===== config.mk =====
export PLATFORM = sky130hd
export DESIGN_NAME = pipe_ctrl
export DESIGN_NICKNAME = d
export VERILOG_FILES = /design/src/rtl/core_pkg.sv /design/src/rtl/pipe_ctrl_hazard_det.sv /design/src/rtl/pipe_ctrl.sv
export SDC_FILE = /design/constraint.sdc
export NUM_CORES = 1
export LEC_CHECK = 0
export BUFFER_PORTS_ARGS = -buffer_cell sky130_fd_sc_hd__buf_2
export CAP_MARGIN = 10
export CORE_UTILIZATION = 50
export DETAILED_ROUTE_END_ITERATION = 8
export GPL_ROUTABILITY_DRIVEN = 0
export PLACE_DENSITY = 0.79
export SLEW_MARGIN = 10
export SYNTH_ARGS = -nofsm -noshare
export SYNTH_HDL_FRONTEND = slang
export SYNTH_SLANG_ARGS = --single-unit

===== constraint.sdc =====
create_clock -name clk -period 6 [get_ports clk]
set_clock_uncertainty 0.1 [all_clocks]
set_input_delay 0.9 -clock clk [delete_from_list [all_inputs] [get_ports clk]]
set_output_delay 0.9 -clock clk [all_outputs]
set_load 0.02 [all_outputs]

===== src/rtl/core_pkg.sv =====
// Shared core definitions: bubble encodings, register indices and the
// pipeline-controller state encoding. Also used by ifu_de and de_alu.
package core_pkg;

    // addi x0, x0, 0 -- loaded into ifu_de when it is flushed
    localparam logic [31:0] NOP_INSN = 32'h0000_0013;

    // Hard-wired zero register index; never a real hazard source
    localparam logic [4:0]  REG_X0   = 5'd0;

    // Halt/drain/resume sequencing states of pipe_ctrl
    typedef enum logic [1:0] {
        ST_RUN    = 2'd0,
        ST_DRAIN  = 2'd1,
        ST_HALTED = 2'd2
    } ctrl_state_e;

    // True when a source operand reads the register a load is about to write
    function automatic logic src_hits_rd(input logic       use_en,
                                         input logic [4:0] src_addr,
                                         input logic [4:0] rd_addr);
        return use_en & (src_addr == rd_addr);
    endfunction

endpackage


===== src/rtl/pipe_ctrl_hazard_det.sv =====
// Load-use hazard comparator between the de and alu stages.
// Pure combinational; no state.
module pipe_ctrl_hazard_det
    import core_pkg::*;
(
    input  logic [4:0] de_rs1_addr_i,
    input  logic       de_rs1_use_i,
    input  logic [4:0] de_rs2_addr_i,
    input  logic       de_rs2_use_i,
    input  logic [4:0] ex_rd_addr_i,
    input  logic       ex_rd_en_i,
    input  logic       ex_is_load_i,
    output logic       luh_o
);

    logic ld_writes_s;
    logic src_hit_s;

    // A load writing a real register, and a de operand that reads it
    always_comb begin
        ld_writes_s = ex_is_load_i & ex_rd_en_i & (ex_rd_addr_i != REG_X0);
        src_hit_s   = src_hits_rd(de_rs1_use_i, de_rs1_addr_i, ex_rd_addr_i) |
                      src_hits_rd(de_rs2_use_i, de_rs2_addr_i, ex_rd_addr_i);
        luh_o       = ld_writes_s & src_hit_s;
    end

endmodule


===== src/rtl/pipe_ctrl.sv =====
// Central hazard and sequencing controller for the 5-stage core.
// Drives pipeline-register hold/flush controls and the ifu redirect port,
// and runs the debug halt/drain/resume sequence.
module pipe_ctrl
    import core_pkg::*;
#(
    parameter int          DRAIN_CYCLES = 3,
    parameter logic [31:0] RST_PC       = 32'h0000_0000,
    parameter int          CNT_W        = 32
) (
    input  logic             clk,
    input  logic             rst,
    input  logic [4:0]       de_rs1_addr,
    input  logic             de_rs1_use,
    input  logic [4:0]       de_rs2_addr,
    input  logic             de_rs2_use,
    input  logic [4:0]       ex_rd_addr,
    input  logic             ex_rd_en,
    input  logic             ex_is_load,
    input  logic             ex_jump_en,
    input  logic [31:0]      ex_jump_addr,
    input  logic             halt_req,
    output logic             pc_hold,
    output logic             ifde_hold,
    output logic             ifde_flush,
    output logic             dealu_flush,
    output logic             redirect_en,
    output logic [31:0]      redirect_pc,
    output logic             halted,
    output logic [CNT_W-1:0] stall_cnt
);

    localparam int            DW         = (DRAIN_CYCLES > 1) ? $clog2(DRAIN_CYCLES) : 1;
    localparam logic [DW-1:0] DRAIN_LAST = DW'(DRAIN_CYCLES - 1);

    ctrl_state_e      state_q, state_d;
    logic [DW-1:0]    drain_cnt_q, drain_cnt_d;
    logic             pend_valid_q, pend_valid_d;
    logic [31:0]      pend_pc_q, pend_pc_d;
    logic             rst_redir_q;
    logic [CNT_W-1:0] stall_cnt_q, stall_cnt_d;
    logic             stall_inc_s;
    logic             luh_s;

    pipe_ctrl_hazard_det u_hazard_det (
        .de_rs1_addr_i (de_rs1_addr),
        .de_rs1_use_i  (de_rs1_use),
        .de_rs2_addr_i (de_rs2_addr),
        .de_rs2_use_i  (de_rs2_use),
        .ex_rd_addr_i  (ex_rd_addr),
        .ex_rd_en_i    (ex_rd_en),
        .ex_is_load_i  (ex_is_load),
        .luh_o         (luh_s)
    );

    // State, drain counter, pending redirect, reset redirect flag and perf counter
    always_ff @(posedge clk) begin
        if (rst) begin
            state_q      <= ST_RUN;
            drain_cnt_q  <= '0;
            pend_valid_q <= 1'b0;
            pend_pc_q    <= 32'h0000_0000;
            rst_redir_q  <= 1'b1;
            stall_cnt_q  <= '0;
        end else begin
            state_q      <= state_d;
            drain_cnt_q  <= drain_cnt_d;
            pend_valid_q <= pend_valid_d;
            pend_pc_q    <= pend_pc_d;
            rst_redir_q  <= 1'b0;
            stall_cnt_q  <= stall_cnt_d;
        end
    end

    // Next-state logic and same-cycle hazard/sequencing decode
    always_comb begin
        state_d      = state_q;
        drain_cnt_d  = drain_cnt_q;
        pend_valid_d = pend_valid_q;
        pend_pc_d    = pend_pc_q;
        pc_hold      = 1'b0;
        ifde_hold    = 1'b0;
        ifde_flush   = 1'b0;
        dealu_flush  = 1'b0;
        redirect_en  = 1'b0;
        redirect_pc  = 32'h0000_0000;
        halted       = 1'b0;
        stall_inc_s  = 1'b0;

        case (state_q)
            ST_RUN: begin
                if (halt_req) begin
                    // Discard the de instruction; it is re-fetched on resume
                    state_d     = ST_DRAIN;
                    drain_cnt_d = '0;
                    pc_hold     = 1'b1;
                    ifde_flush  = 1'b1;
                    dealu_flush = 1'b1;
                    stall_inc_s = 1'b1;
                    if (ex_jump_en) begin
                        pend_valid_d = 1'b1;
                        pend_pc_d    = ex_jump_addr;
                    end else begin
                        // Held ifu PC already points at the discarded instruction
                        pend_valid_d = 1'b0;
                    end
                end else if (ex_jump_en) begin
                    // The de instruction is flushed, so any luh on it is moot
                    redirect_en = 1'b1;
                    redirect_pc = ex_jump_addr;
                    ifde_flush  = 1'b1;
                    dealu_flush = 1'b1;
                end else if (luh_s) begin
                    pc_hold     = 1'b1;
                    ifde_hold   = 1'b1;
                    dealu_flush = 1'b1;
                    stall_inc_s = 1'b1;
                end else begin
                    pc_hold = 1'b0;
                end
            end
            ST_DRAIN: begin
                // Fetch stopped; let alu/lsu/wb retire. halt_req drop does not abort
                pc_hold     = 1'b1;
                ifde_flush  = 1'b1;
                dealu_flush = 1'b1;
                if (drain_cnt_q == DRAIN_LAST) begin
                    state_d     = ST_HALTED;
                    drain_cnt_d = '0;
                end else begin
                    drain_cnt_d = drain_cnt_q + DW'(1);
                end
            end
            ST_HALTED: begin
                halted      = 1'b1;
                pc_hold     = 1'b1;
                ifde_flush  = 1'b1;
                dealu_flush = 1'b1;
                if (!halt_req) begin
                    state_d     = ST_RUN;
                    drain_cnt_d = '0;
                    if (pend_valid_q) begin
                        redirect_en  = 1'b1;
                        redirect_pc  = pend_pc_q;
                        pend_valid_d = 1'b0;
                    end else begin
                        pend_valid_d = 1'b0;
                    end
                end else begin
                    state_d = ST_HALTED;
                end
            end
            default: begin
                state_d      = ST_RUN;
                drain_cnt_d  = '0;
                pend_valid_d = 1'b0;
            end
        endcase

        // The boot redirect to RST_PC wins over anything else on that cycle
        if (rst_redir_q) begin
            redirect_en = 1'b1;
            redirect_pc = RST_PC;
        end else begin
            redirect_en = redirect_en;
        end
    end

    // Performance counter advances on front-end stall cycles in RUN only
    always_comb begin
        if (stall_inc_s) begin
            stall_cnt_d = stall_cnt_q + CNT_W'(1);
        end else begin
            stall_cnt_d = stall_cnt_q;
        end
    end

    assign stall_cnt = stall_cnt_q;

endmodule


==> metrics <==
commonest non-fill, non-tap cell in the layout buf_2; Clock H-tree levels 3; CTS root buffer clkbuf_8; Post-Route WL 9.52 mm; nets 640; R2R Path End stall_cnt[9]; TritonCTS Buffers 9; pin count of the biggest net entering global routing 71; Worst Setup End Kind output port; Yosys top cell area share 38.0%; syn_area_per_cell 7.75 µm²; Resized Gates After CTS 0; Std-Cell Rows 30; most frequent cells in the layout buf_2, nand2_1, a21oi_1, dfxtp_1, nor2_1; P_int 736 µW; cell area after synthesis 3690 µm²; combinational share of power 20.4%; Skew-Pair Late Insertion Delay 0.34 ns; Worst Tran Pin Value 1.23 ns; Final Hold Viols 0; area leader, netlist dfxtp_1; static leakage 0.00176 µW; Initial Utilization 53.2%; pre-CTS WS 2.24 ns; drt wl/cell 14.0 µm; gr ovfl total 0; die height 87.9 µm; fraction of registers with async set/reset 0%; CP Launch Type primary input; GRT Total Usage 23.7%; CTS tree built; Port Buffers 124; outcome finished, final reports clean; FF-to-FF setup slack 3.39 ns; Critical Path AT 2.77 ns; Final period util 62.9%; Critical Path Fanout Max 63; 1st-iter DRT viols 193; cts hold-fix bufs 0; Pre-Repair DR Iteration Count 5; diode count 0; Reg power frac 47.1%; Finished Core Util 64.1%; die area 7730 µm²; clk sink count 70; Max Transition Viols Final 0; met3 usage 3.49%; setup ws final 2.23 ns; Switch Pwr 320 µW; achievable frequency 0.265 GHz; CP required 5.00 ns; Worst Hold Path EP pend_pc_q[19]; number of top-level pins 125; Cell Pwr Density 237 nW/µm²; first-pass GRT wire length 14.4 mm; HP Class reg -> reg; post-route setup TNS 0 ns; unrepaired setup endpoints after global routing no; HP Start pend_pc_q[19]; hold path cells 2; synthesis warning total 0; area grow syn2layout 20.6%; layer with the highest usage met2; layout filler cell count 628; Post-DP HPWL 6.23 mm; Seq/Total Area, Yosys 38.0%; min cycle time layout 3.77 ns; antenna violations before repair 0; Setup Buffers After CTS 0; crit path kind in -> out; maximum vdd drop 143 µV; Slew Limit Headroom 18.1%; Via density 5.76; Setup violations, final 0; Clock power frac 32.5%; CORE AREA 6940 µm²; Synth area leaders dfxtp_1, a21oi_1, nand2_1; Via Count 3910; switching share of power 30.3%; Mapped Nets 536; EDFF count, synth 0; Tot Pwr 1060 µW; fraction of layout cells with a size suffix above 1 27.4%; die width 87.9 µm; clk slew on worst S/H paths 0.06 ns; vias in the first global route 3218; unique cell type count in the Yosys netlist 43; clk buf depth 2; Worst R2R Path Depth 7; met2 usage 40.6%; # DRC 0; antenna-violating nets left 0; reg2reg start state_q[1]; maxcap violations 0; number of cells produced by synthesis 476; Seq cells post-synth 70; M1 GR Usage 29.5%; main flop type after synthesis dfxtp_1
## per-stage QoR
step           cell area (µm²)  instances  hold WS (ns)
2_1_floorplan             3690        476         0.337
3_3_place_gp              4280        665         0.342
3_5_place_dp              4280        665         0.347
4_1_cts                   4450        679         0.356
5_1_grt                   4450        679         0.371
6_report                  4450        679         0.356
## cells in the mapped netlist (9+ instances only)
library cell	instances
a21oi_1	70
or3_1	12
nand2_1	81
nor2_1	45
a22oi_1	32
nand4_1	9
o21ai_0	14
o31ai_1	17
inv_1	9
or4_1	12
clkbuf_1	28
dfxtp_1	70
nand3_1	16
xnor2_1	10
## power groups by stage
stage	clock network [µW]	registers, µW	logic, µW
global route	375	499	238
global placement	0	507	211
floorplan	0	508	159
finish	343	498	216
CTS	352	497	216
detailed placement	0	508	215
## metal layers
layer	vias to the layer above	wire, µm
li1	1927	-
met5	-	0
met4	0	159
met3	13	588
met2	140	4570
met1	1830	4190
## final cells by class
type	count	area [µm²]	area share [%]
clock buffers	13	169	3.80
clock inverters	1	5.00	0.112
inverters	9	33.8	0.759
multi-input cells	361	2060	46.4
flip-flops and latches	70	1400	31.5
well taps	96	120	2.70
repair buffers	129	658	14.8
## critical path, stage by stage
cell     delay (ns)
buf_2          0.12
or3_1          0.38
o311a_4        0.35
a32oi_4        0.21
buf_4          0.48
a21oi_1        0.14
buf_2          0.18
## logic make-up (layout without fill, tap and decap cells)
logic type | count (synthesis) | count (layout) | share of synthesized area, %
DFF | 70 | 70 | 38.0
and+or+nand+nor | 203 | 203 | 27.2
AOI/OAI and AO/OA | 141 | 141 | 23.9
adders and majority gates | 5 | 5 | 1.69
xor gates and xnor gates | 11 | 11 | 2.61
buffers and inverters | 45 | 152 | 6.30
muxes | 1 | 1 | 0.271
## flip-flops by register name, summed over array words and instances (netlist names)
name          cells
drain_cnt_q       2
pend_pc_q        32
state_q           2
pend_valid_q      1
rst_redir_q       1
stall_cnt        32
## how the worst max path moves through the flow
stage	startpoint	endpoint	slack [ns]	depth (start not counted)
6_report	ex_rd_addr[1]	pc_hold	2.23	7
5_1_grt	state_q[0]	redirect_pc[0]	2.13	6
4_1_cts	ex_rd_addr[1]	pc_hold	2.22	7
3_5_place_dp	ex_rd_addr[1]	pc_hold	2.24	7
3_3_place_gp	ex_rd_addr[1]	pc_hold	2.28	7
2_1_floorplan	ex_rd_addr[1]	pc_hold	2.65	6
No activity file was read; power rests on OpenSTA's default activity.
